`src/rtl/drc_pipe_reg.sv`:
```
// drc_pipe_reg: elastic pipeline of DEPTH stages. Words move forward whenever
// the stage ahead is empty or moving, so bubbles compact out under backpressure.
// The input is stalled only when every stage is full and the output is stalled.
// Data registers carry no reset; only the valid bits and the occupancy count do.
// The data output is named dout because "do" is a reserved word.
// Optional build macro: DRC_PIPE_CHECK_EN adds elaboration-time parameter checks.
module drc_pipe_reg #(
    parameter int WIDTH  = 8,
    parameter int DEPTH  = 3,
    parameter     DEVICE = "virtex6"
) (
    input  logic                       clk,
    input  logic                       rst,
    input  logic                       flush,
    input  logic [WIDTH-1:0]           di,
    input  logic                       di_vld,
    output logic                       di_rdy,
    output logic [WIDTH-1:0]           dout,
    output logic                       do_vld,
    input  logic                       do_rdy,
    output logic [$clog2(DEPTH+1)-1:0] count
);

    localparam int CW = $clog2(DEPTH+1);

    logic [DEPTH-1:0] vld;
    logic [DEPTH-1:0] vld_nxt;
    logic [DEPTH-1:0] adv;
    logic [WIDTH-1:0] data [DEPTH];
    logic [CW-1:0]    cnt;
    logic [CW-1:0]    cnt_nxt;

`ifdef DRC_PIPE_CHECK_EN
    // Reject unsupported parameter sets before any simulation time elapses.
    initial begin
        if (DEVICE != "virtex6") begin
            $display("DRC ERROR: DEVICE=%s unsupported, expected virtex6", DEVICE);
            $finish;
        end
        if (WIDTH < 8) begin
            $display("DRC ERROR: WIDTH=%0d below minimum 8", WIDTH);
            $finish;
        end
        if (DEPTH < 1) begin
            $display("DRC ERROR: DEPTH=%0d below minimum 1", DEPTH);
            $finish;
        end
        if (DEPTH > 16) begin
            $display("DRC ERROR: DEPTH=%0d above maximum 16", DEPTH);
            $finish;
        end
    end
`else
    // Device family only matters to the rule checks; the structure is generic.
    if (DEVICE != "virtex6") begin : g_other_device
    end
`endif

    // Advance chain: a stage loads when it is empty or its word moves on,
    // rippling back combinationally from do_rdy.
    always_comb begin
        logic chain;
        chain = !vld[DEPTH-1] || do_rdy;
        adv = '0;
        adv[DEPTH-1] = chain;
        for (int k = DEPTH - 2; k >= 0; k--) begin
            chain  = !vld[k] || chain;
            adv[k] = chain;
        end
    end

    // Next valid bits and their population count, so count tracks the stages exactly.
    always_comb begin
        vld_nxt = vld;
        cnt_nxt = '0;
        if (adv[0]) vld_nxt[0] = di_vld;
        for (int k = 1; k < DEPTH; k++) begin
            if (adv[k]) vld_nxt[k] = vld[k-1];
        end
        for (int k = 0; k < DEPTH; k++) begin
            cnt_nxt = cnt_nxt + CW'(vld_nxt[k]);
        end
    end

    // Valid bits and count: reset beats flush, flush beats any transfer.
    always_ff @(posedge clk) begin
        if (rst) begin
            vld <= '0;
            cnt <= '0;
        end else if (flush) begin
            vld <= '0;
            cnt <= '0;
        end else begin
            vld <= vld_nxt;
            cnt <= cnt_nxt;
        end
    end

    // Data shift; stale contents are harmless because the valid bits gate them.
    always_ff @(posedge clk) begin
        if (adv[0]) data[0] <= di;
        for (int k = 1; k < DEPTH; k++) begin
            if (adv[k]) data[k] <= data[k-1];
        end
    end

    assign di_rdy = adv[0];
    assign dout   = data[DEPTH-1];
    assign do_vld = vld[DEPTH-1];
    assign count  = cnt;

endmodule

```
`config.mk`:
```
export PLATFORM = sky130hd
export DESIGN_NAME = drc_pipe_reg
export DESIGN_NICKNAME = d
export VERILOG_FILES = /design/src/rtl/drc_pipe_reg.sv
export SDC_FILE = /design/constraint.sdc
export NUM_CORES = 1
export LEC_CHECK = 0
export ABC_CLOCK_PERIOD_IN_PS = 1800
export CAP_MARGIN = 20
export CORE_ASPECT_RATIO = 1.5
export CORE_MARGIN = 1.5
export CORE_UTILIZATION = 49
export CTS_BUF_LIST = sky130_fd_sc_hd__clkbuf_4
export DETAILED_ROUTE_END_ITERATION = 12
export PLACE_DENSITY = 0.8
export SLEW_MARGIN = 40
export SYNTH_ARGS = -nofsm -noshare
export SYNTH_HDL_FRONTEND = slang
export SYNTH_SLANG_ARGS = --single-unit
```
`constraint.sdc`:
```
create_clock -name clk -period 1.8 [get_ports clk]
set_input_delay 0.27 -clock clk [delete_from_list [all_inputs] [get_ports clk]]
set_output_delay 0.27 -clock clk [all_outputs]
set_load 0.005 [all_outputs]
```
Yosys cells after proc, flatten, opt, wreduce, memory -nomap -nowiden
Memory sizes are Yosys's and may differ from the RTL's.
Index checks and enable logic that the tools add are counted.
- $add $sub $neg: 2
- mux-type cells: 9
- reduce and logical (&&, ||, !) cells: 7
- operators with widths (kind ; count):
    $mux W1 ; 9
    $logic_not A1 Y1 ; 3
    $logic_or A1 B1 Y1 ; 3
    $add A1 B1 Y2 ; 1
    $add A2 B1 Y2 ; 1
    $reduce_or A2 Y1 ; 1
- output and inout bits: 12
- memory bits (writable): 24
- logic and storage cells: 21
- memories: 1
- input bits: 13
- bits in registers: 5
- memories (name ; words ; width ; rd ports ; clocked after Yosys merged registers in ; write ports ; line ; source):
    data ; 3 ; 8 ; 3 ; 0 ; 3 ; 29 ; logic [WIDTH-1:0] data [DEPTH];

Longest topological paths before layout
Gate-level depths: netlist of run 1.
- depth after elaboration: 7
- mapped depth: 4
- depth with buffers taken out: 4

Worst setup path before layout of run 1
No wires, ideal clock.
- path kind: register -> register
- start: register vld[1]
- end: register cnt[0] (netlist: count[0])
- path slack: 0.207 ns
- data required time: 1.684 ns
- arrival time: 1.477 ns
- library setup time: 0.116 ns
- path buffers: 0
- cell stages (with the launch flop): 5
- cell sequence: dfxtp_1 -> nand4b_2 -> and2_1 -> fa_1 -> nor2_1
- word-level cells in the longest chain between the ends: 6
- ends and longest elaborated chain (item ; line ; source):
    start, declared ; 26 ; logic [DEPTH-1:0] vld;
    start signal, assigned ; 94 ; vld <= vld_nxt;
    $logic_not A1 Y1 ; 67 ; chain = !vld[k] || chain;
    $logic_or A1 B1 Y1 (2 in series) ; 67 ;
    via di_rdy ; 17 ; output logic di_rdy,
    $mux W1 ; 76 ; if (adv[0]) vld_nxt[0] = di_vld;
    $add A1 B1 Y2 ; 81 ; cnt_nxt = cnt_nxt + CW'(vld_nxt[k]);
    $add A2 B1 Y2 ; 81 ;
    end signal, assigned ; 95 ; cnt <= cnt_nxt;
    end, declared ; 30 ; logic [CW-1:0] cnt;
The timed path passes the listed nets, and every way through them passes these cells.
A chain may end at the register's enable or synchronous reset.

Worst setup path in the final report of run 1
- start: register vld[1]
- end: output port di_rdy
- word-level cells in the longest chain between the ends: 3
- ends and longest elaborated chain (item ; line):
    $logic_not A1 Y1 ; 67
    $logic_or A1 B1 Y1 (2 in series) ; 67
    end, declared ; 17
No other way between the ends.

==> reports/summary.txt, run 1 <==
DP HPWL: 853 um
Psw: 0.203 mW
post-route antenna net violation count: 0
CTS tree: built
Die Width: 39.7 um
Worst-path clk slew: 0.08 ns
sequential area share after synthesis: 0.828
Avg Cell Area, Syn: 18.4 um^2
Fmax: 0.580 GHz
nets: 93
Worst setup startpoint: vld[1]$_SDFF_PP0_
status: finished, final reports clean
headroom to the max-slew limit: 0.735
Least-Margin Pin Slew: 0.397 ns
WP data required: 1.53 ns
max_cap viols: 0
largest net degree at the start of global routing: 10
Min-Delay Path Class: register to register
clock sink total: 29
gpl congestion: 0.622
Final min period: 1.72 ns
routed wire length per instance: 11.3 um
RSZ-0062 raised after global routing: no
most frequent cells in the layout: 24 x edfxtp_1, 23 x clkdlybuf4s50_1, 6 x clkbuf_4, 5 x dfxtp_1
WP data arrival: 1.45 ns
register-to-register setup slack: 0.37 ns
Via density: 4.74
IO Port Bufs: 24
Cells after Synth: 54
number of CTS-inserted buffers: 5
final setup vio count: 0
Starting Density: 0.528
maximum vdd drop: 0.000664 V
global-route wire length before repair: 1.86 mm
Syn Nets: 68
PwrDens: 912 nW/um^2
Clock Skew: 0.00456 ns
element type at the critical path start: register
Yosys warning count: 0
switch share: 0.175
Die Ht: 58.1 um
Yosys reg bits: 29
P_int: 0.958 mW
die area: 2310 um^2
iteration-0 DRC count of the detailed router: 4
Slew Limit Fails: 0
commonest non-fill, non-tap cell in the layout: edfxtp_1
Seq pwr share: 0.659
Post-CTS Setup Inserts: 0
Reg area: 821 um^2
Worst Setup EP: di_rdy
antenna violations before repair: 0
Diodes inserted: 0
Comb pwr share: 0.051
Leak: 0.498 nW
Skew-Pair Late Insertion Delay: 0.30 ns
area of the multi-input gates: 104 um^2
final hold vios: 0
grt ovf: 0
vias in the first global route: 511
Clock H-tree levels: 2
pre-CTS setup slack: -0.00858 ns
core area: 1880 um^2
Tot GR Track Use: 0.126
layout cells sized above 1: 0.127
io pins: 25
synthesized area: 991 um^2
DR DRC count: 0
Final WS setup: 0.0771 ns
First-pass DRT Iterations: 4
Placement Rows: 19
Routed WL: 1.13 mm
Hold Worst Slack: 0.418 ns
RR Endpoint: count[0]$_SDFF_PP0_
cts hold-fix bufs: 0
reg2reg path depth: 4
crit-path max FO: 5
RR Startpoint: vld[1]$_SDFF_PP0_
Tcrit/Tclk final: 0.957
Clock Path Buffers: 2
Vias: 474
clock share of power: 0.290
WS Path Type: register to primary output
CTS Root Cell: clkbuf_4
final instance area: 1270 um^2
Placed Area: 1210 um^2
area grow syn2layout: 28.4%
final-layout fill cell count: 131
Tot Pwr: 1.16 mW
CP Capture Type: primary output
number of distinct library cells after synthesis: 12
[how the worst min path moves through the flow]
| stage | startpoint | cells after the start | end | slack [ns] |
|---|---|---|---|---|
| global placement | data[0][14]$_DFFE_PP_ | 0 | data[0][22]$_DFFE_PP_ | 0.40 |
| detailed placement | data[0][3]$_DFFE_PP_ | 0 | data[0][11]$_DFFE_PP_ | 0.40 |
| global route | data[0][0]$_DFFE_PP_ | 0 | data[0][8]$_DFFE_PP_ | 0.43 |
| finish | data[0][9]$_DFFE_PP_ | 0 | data[0][17]$_DFFE_PP_ | 0.42 |
| CTS | data[0][9]$_DFFE_PP_ | 0 | data[0][17]$_DFFE_PP_ | 0.42 |
| floorplan | di[0] | 0 | data[0][0]$_DFFE_PP_ | 0.37 |
[what timing repair did]
| action | CTS | global route |
|---|---|---|
| endpoints found under the setup margin | 0 | 1 |
| resized for setup | 0 | 2 |
| hold endpoints to repair | 0 | 0 |
[area by class of cell]
type,count,area share
flip-flops and latches,29,0.645
inverters,4,0.0118
repair buffers,26,0.203
clock buffers,6,0.0354
well taps,21,0.0206
clock inverters,1,0.00295
multi-input cells,13,0.0816
[registers in the layout, indices dropped and copies added, names as in the netlist]
signal  cells
data       24
count       2
vld         3
[synth_stat cells, drive strengths merged]
cell    count  area [um^2]
fa          1         20.0
nand4b      1         15.0
buf         8         60.1
nor2        3         11.3
dfxtp       5          100
and2        1         6.26
edfxtp     24          721
and2b       1         8.76
nand3b      1         7.51
a21oi       4         20.0
or2         1         6.26
inv         4         15.0
[layer usage]
metal	part of all wire	wire [um]	vias up	GRT usage
met4	0	0	0	0.0739
met3	0.067	75	0	0.0805
met5	0	0	-	0
li1	-	-	231	-
met1	0.36	405	216	0.107
met2	0.57	645	27	0.206
[worst max-delay path, stage by stage, from the launching register on]
cell and delay (ns):
dfxtp_1 0.45, nand4b_4 0.12, buf_4 0.15, clkdlybuf4s50_1 0.43
[power by group through the flow]
stage	clock network (mW)	registers [mW]	logic (mW)
after floorplan	0	0.778	0.0236
after global placement	0	0.778	0.0579
after detailed placement	0	0.781	0.0595
after CTS	0.353	0.765	0.0597
after global routing	0.380	0.769	0.0656
final	0.337	0.765	0.0593
[stage by stage]
step / utilization / cells / setup TNS (ns)
after floorplan: - / 54 / 0
after global placement: 0.646 / 93 / 0
after detailed placement: 0.646 / 93 / -0.00858
after CTS: 0.672 / 100 / 0
after global routing: 0.678 / 100 / 0
final: 0.678 / 100 / 0
[cell families after synthesis]
kind of cell / Yosys count / share of synthesized area
AOI/OAI and AO/OA: 4 / 0.0202
buffers and inverters: 12 / 0.0758
and+or+nand+nor: 8 / 0.0556
DFF: 29 / 0.828
adders and majority gates: 1 / 0.0202
No activity file was read; power rests on OpenSTA's default activity.
==> run 2: changes to the inputs <==
--- a/config.mk
+++ b/config.mk
@@ -13,6 +13,7 @@
 export CTS_BUF_LIST = sky130_fd_sc_hd__clkbuf_4
 export DETAILED_ROUTE_END_ITERATION = 12
 export PLACE_DENSITY = 0.8
+export SKIP_CTS_REPAIR_TIMING = 1
 export SLEW_MARGIN = 40
 export SYNTH_ARGS = -nofsm -noshare
 export SYNTH_HDL_FRONTEND = slang
==> results of run 2 <==
Same layout as run 1: the final DEF is identical, and so are final timing and power.
